**config.mk**
```make
export PLATFORM = sky130hd
export DESIGN_NAME = flit_assembler
export DESIGN_NICKNAME = d
export VERILOG_FILES = /design/src/rtl/flit_assembler.sv
export SDC_FILE = /design/constraint.sdc
export NUM_CORES = 2
export LEC_CHECK = 0
export CAP_MARGIN = 20
export CORE_AREA = 4 4 291 293
export CTS_CLUSTER_DIAMETER = 120
export DETAILED_ROUTE_END_ITERATION = 8
export DIE_AREA = 0 0 295 297
export PLACE_DENSITY = 0.81
export SLEW_MARGIN = 20
export SYNTH_ARGS = -nofsm -noshare
export SYNTH_HDL_FRONTEND = slang
export SYNTH_SLANG_ARGS = --single-unit
export TNS_END_PERCENT = 100
```
**constraint.sdc**
```tcl
create_clock -name clk -period 61.7 [get_ports clk]
set_input_delay 6.17 -clock clk [delete_from_list [all_inputs] [get_ports clk]]
set_output_delay 6.17 -clock clk [all_outputs]
set_load 0.005 [all_outputs]
```
**src/rtl/flit_assembler.sv**
```systemverilog
// flit_assembler: packs NoC flits into 4-slot packet words, zero-filling unused slots
// and dropping malformed flit sequences with a one-cycle error pulse.
module flit_assembler #(
    parameter int WIDTH_PKT        = 600,
    parameter int VC_ADDRESS_WIDTH = 1,
    parameter int ADDRESS_WIDTH    = 4
) (
    input  logic                 clk,
    input  logic                 rst,
    input  logic [WIDTH_PKT/4-1:0] i_flit_in,
    input  logic                 i_flit_valid_in,
    output logic                 i_flit_ready_out,
    output logic [WIDTH_PKT-1:0] o_packet_out,
    output logic                 o_valid_out,
    input  logic                 o_ready_in,
    output logic                 o_err_out
);

    localparam int WIDTH_FLIT = WIDTH_PKT / 4;

    // VC and address fields are carried through verbatim; they only constrain the flit layout.
    if ((WIDTH_PKT % 4) != 0 || WIDTH_FLIT < 3 + VC_ADDRESS_WIDTH + ADDRESS_WIDTH) begin : g_param_check
        $error("flit_assembler: WIDTH_PKT must be divisible by 4 and hold the flit header fields");
    end

    logic [WIDTH_PKT-1:0] asm_q, asm_d;
    logic [WIDTH_PKT-1:0] pkt_q, pkt_d;
    logic [2:0]           cnt_q, cnt_d;
    logic                 done_q, done_d;
    logic                 valid_q, valid_d;
    logic                 err_q, err_d;

    logic                 move;
    logic                 accept;
    logic                 is_head;
    logic                 is_tail;
    logic                 write_en;
    logic [1:0]           slot;

    always_comb begin
        move     = done_q & (~valid_q | o_ready_in);
        accept   = i_flit_valid_in & (~done_q | move);
        is_head  = i_flit_in[WIDTH_FLIT-2];
        is_tail  = i_flit_in[WIDTH_FLIT-3];

        // A move empties A in the same cycle, so a flit accepted now sees a fresh assembly.
        asm_d    = move ? '0 : asm_q;
        cnt_d    = move ? 3'd0 : cnt_q;
        done_d   = move ? 1'b0 : done_q;
        err_d    = 1'b0;
        write_en = 1'b0;
        slot     = 2'd0;

        if (accept) begin
            if (is_head) begin
                err_d    = (cnt_d != 3'd0);
                asm_d    = '0;
                write_en = 1'b1;
                slot     = 2'd0;
                cnt_d    = 3'd1;
                done_d   = is_tail;
            end else if (cnt_d == 3'd0) begin
                err_d    = 1'b1;
            end else begin
                write_en = 1'b1;
                slot     = cnt_d[1:0];
                done_d   = is_tail | (cnt_d == 3'd3);
                cnt_d    = cnt_d + 3'd1;
            end
        end

        if (write_en) begin
            for (int k = 0; k < 4; k++) begin
                if (slot == 2'(k)) begin
                    asm_d[WIDTH_PKT-1-k*WIDTH_FLIT -: WIDTH_FLIT] = i_flit_in;
                end
            end
        end

        pkt_d   = pkt_q;
        valid_d = valid_q;
        if (move) begin
            pkt_d   = asm_q;
            valid_d = 1'b1;
        end else if (valid_q & o_ready_in) begin
            valid_d = 1'b0;
        end
    end

    always_ff @(posedge clk or posedge rst) begin
        if (rst) begin
            asm_q   <= '0;
            cnt_q   <= 3'd0;
            done_q  <= 1'b0;
            pkt_q   <= '0;
            valid_q <= 1'b0;
            err_q   <= 1'b0;
        end else begin
            asm_q   <= asm_d;
            cnt_q   <= cnt_d;
            done_q  <= done_d;
            pkt_q   <= pkt_d;
            valid_q <= valid_d;
            err_q   <= err_d;
        end
    end

    // Ready depends on o_ready_in combinationally so a full A can hand off and refill in one cycle.
    assign i_flit_ready_out = ~done_q | move;
    assign o_packet_out     = pkt_q;
    assign o_valid_out      = valid_q;
    assign o_err_out        = err_q;

endmodule

```
Word-level counts from Yosys, hierarchy flattened --
Index checks and enable logic that the tools add are counted.
Operators by class: add/subtract/negate cells 1, multiply operators 0, div/mod/pow operators 0, magnitude comparators 0, equal/unequal tests 4, shift operators 0, mux-type cells 27, bitwise operators 8, reductions and logical operators 4
Operator list (count):
- 2-to-1 mux 600 bit | 4
- 2-to-1 mux 150 bit | 4
- 2-to-1 mux 1 bit | 12
- 2-to-1 mux 3 bit | 4
- 2-to-1 mux 2 bit | 3
- equality test 2 bit, second input constant | 2
- adder 3 x 1 -> 3 bit, second input constant | 1
- AND 1 bit | 3
- equality test 3 x 2 -> 1 bit, second input constant | 1
- zero test 3 bit | 1
- bitwise OR 1 bit | 3
- nonzero test 3 bit | 1
- equality test 2 x 1 -> 1 bit, second input constant | 1
- zero test 2 bit | 1
- inverter 1 bit | 2
- nonzero test 2 bit | 1
Storage, ports and cells: bits in registers 1206, bits in latches 0, bits in writable memories 0, bits in read-only memories 0, bits of input ports 154, output and inout bits 603, memories kept 0

Depth between registers and ports, before layout --
depth in word-level cells 11, depth in mapped cells 16

Worst setup path after synthesis --
OpenSTA, ideal clock, no wires.
path kind input to output, start point input o_ready_in, end point output i_flit_ready_out, arrival time 6361 ps, data required time 55530 ps, slack 49169 ps, stages 1, path through nand3b_1
On the way: longest elaborated chain between the ends 3
Ends and longest elaborated chain:
- start: declaration | line 15 | input logic o_ready_in,
- bitwise OR 1 bit | line 41 | move = done_q & (~valid_q | o_ready_in);
- AND 1 bit | line 41
- bitwise OR 1 bit | line 109 | assign i_flit_ready_out = ~done_q | move;
- end: declaration | line 12 | output logic i_flit_ready_out,
No other way between the ends.

Final worst setup path --
Ends and elaborated chain as after synthesis.

==> metrics <==
effective utilization at floorplan 53.7%; cell at the root of the clock tree clkbuf_16; number of levels in the clock H-tree 3; synthesized area divided by synthesized cell count 14.8 µm²; Tot Pwr 0.00246 W; share of post-route cells with drive strength above 1 22.4%; TritonCTS clock tree yes; total CTS buffers 117; post-route worst hold slack 488 ps; maxcap violations 0; setup clock skew after layout 31.0 ps; pwr dens 43.6 mW/mm²; sequential share of the synthesized area 68.7%; aggregate negative setup slack 0 ps; final cell area excluding filler cells 0.0565 mm²; Worst Max-Slew Pin Slew 1140 ps; setup repair bufs after CTS 0; via count 28207; largest buffer count on any clock path 3; Critical Path, Cell by Cell clkdlybuf4s50_1 > nand3b_1 > clkdlybuf4s50_1; HPWL Detailed 79.1 mm; Vias per Instance 5.81; post-synthesis net count 3126; maximum VDD drop 0.0296 mV; CTS Hold Bufs 0; Final #Nets 3824; worst setup path class input port to primary output; Setup Viol. Count Final 0; end-of-flow core utilization 69.0%; count of yosys warnings during synthesis 0; Period Utilization, post-route 22.1%; later-pin clock latency in the skew report 680 ps; Die Y 297 µm; most repeated library cell on the critical path clkdlybuf4s50_1; cells resized by post-CTS repair 0; I/O pin cnt 757; final number of hold-violating endpoints 0; maximum fanout count along the critical path 4; clock slew seen by the registers of the worst setup and hold paths 60 ps; leakage power 26.9 nW; Worst Path Arrival 7480 ps; max-slew headroom at the worst pin 23.9%; RSZ-0062 raised after global routing false; clock sinks 1206; final period demand of the worst path 13650 ps; netlist area before placement 0.0439 mm²; outcome completed; number of I/O port buffers 756; layout filler cell count 5528; DIE WIDTH 295 µm; instance count of the mapped netlist 2968; Tot GR Track Use 28.2%; number of distinct library cell variants in the gate-level netlist after synthesis 26; sort of element at the start of the critical path input port; global-route wire length before repair 190 mm; antenna-violating nets left 0; WP buf/inv 2; Data required, critical path 55530 ps; WL per Instance 25.7 µm; commonest non-fill, non-tap cells in the layout dfrtp_1 (1206), clkdlybuf4s50_1 (756), mux2_2 (600); upper clock frequency limit 73.3 MHz; area of placed instances 0.0524 mm²; Top delay family on crit path buffers and inverters; endpoint class of the critical path primary output; placer congestion estimate 0.832; most common cell after layout, fill and taps aside dfrtp_1; slowest library cell on the worst path clkdlybuf4s50_1; area enclosed by the die boundary 0.0876 mm²; wire length reported by the detailed router 125 mm; Tightest Hold Check Type flip-flop to flip-flop; number of global-route vias before repair 29447; row count 105; total congestion overflow after global routing 0; core area 0.0818 mm²; largest net degree at the start of global routing 185; initial antenna violation count 17; number of DRC markers after the initial detailed-route iteration 1847; peak per-stage delay on the critical path 580 ps; Synth Register Bits 1206; Synth-to-Final Area Change 28.5%; final-report max-slew violation count 0; DR DRC count 0; first-pass iteration count of the detailed router 7
==> logic make-up (layout without fill, tap and decap cells) <==
logic type | count (synthesis) | in the layout | synth area share (%)
flops | 1206 | 1206 | 68.7
compound gates | 607 | 607 | 10.8
mux | 600 | 600 | 15.4
simple gates | 330 | 330 | 3.00
buf+inv | 221 | 1020 | 2.02
fa+ha+maj | 4 | 4 | 0.114
other cells | 0 | 15 | 0
==> metal layers <==
layer  part of all wire, %  track usage (%)  vias up
met5                0.0072                0        -
met4                   6.1             15.4        2
met3                   6.8             6.36      307
met2                    48             45.3     1003
met1                    39             35.8    14822
li1                      -                -    12073
==> worst paths after layout <==
path	start	cells past startpoint	slack, ps	to
setup / recovery	o_ready_in	3	48050	i_flit_ready_out
hold / removal	asm_q[148]	1	490	asm_q[148]
setup reg to reg	o_valid_out	12	56740	asm_q[529]
hold reg to reg	asm_q[148]	1	490	asm_q[148]
max in group asynchronous	rst	6	51670	o_packet_out[27]
min in group asynchronous	rst	2	6130	asm_q[235]
==> sequential cells by signal, summed over array words and instances, names as in the netlist <==
register and count:
done_q 1, cnt_q 3, o_valid_out 1, o_err_out 1
o_packet_out 600, asm_q 600
==> through the flow <==
| step | std cells | setup WS, ps |
|---|---|---|
| CTS | 4836 | 48050 |
| floorplan | 2968 | 21550 |
| finish | 4852 | 48050 |
| global placement | 4616 | 48080 |
| global route | 4851 | 48020 |
| detailed placement | 4616 | 48050 |
==> power breakdown <==
part	leakage, nW	total [W]	switching [W]	internal [W]
clock	1.99	0.000731	0.000305	0.000426
sequential	16.3	0.00108	0.000103	0.000976
combinational	8.59	0.000651	0.000302	0.000349
==> synth_stat cells <==
cell / number / area share (%)
a21boi_0: 1 / 0.017
a22o_1: 448 / 8.9
a22oi_1: 1 / 0.017
a32oi_1: 1 / 0.020
and2_1: 4 / 0.057
and4b_1: 1 / 0.023
buf_2: 48 / 0.55
clkbuf_1: 167 / 1.4
dfrtp_1: 1206 / 69
ha_1: 4 / 0.11
inv_1: 6 / 0.051
mux2_2: 600 / 15
nand2_1: 304 / 2.6
nand2b_1: 3 / 0.043
nand3_1: 1 / 0.011
nand3b_1: 1 / 0.017
nor2_1: 8 / 0.068
nor2b_1: 4 / 0.057
nor3b_2: 1 / 0.028
nor4b_4: 1 / 0.054
o2111a_1: 1 / 0.026
o21ai_0: 152 / 1.7
o21bai_1: 1 / 0.017
o22a_1: 1 / 0.020
o32ai_1: 1 / 0.020
or3b_1: 2 / 0.040
==> layout make-up <==
cell class / count / area (µm²) / area share (%)
multi-input combinational: 1541 / 12900 / 22.9
inverter: 6 / 30.0 / 0.0532
antenna: 15 / 37.5 / 0.0665
tap: 1070 / 1340 / 2.37
sequential: 1206 / 30200 / 53.5
clock inverter: 42 / 472 / 0.836
clock buffer: 178 / 3540 / 6.27
timing repair buffer: 794 / 7930 / 14.1
Power figures use the tool's default switching activity.
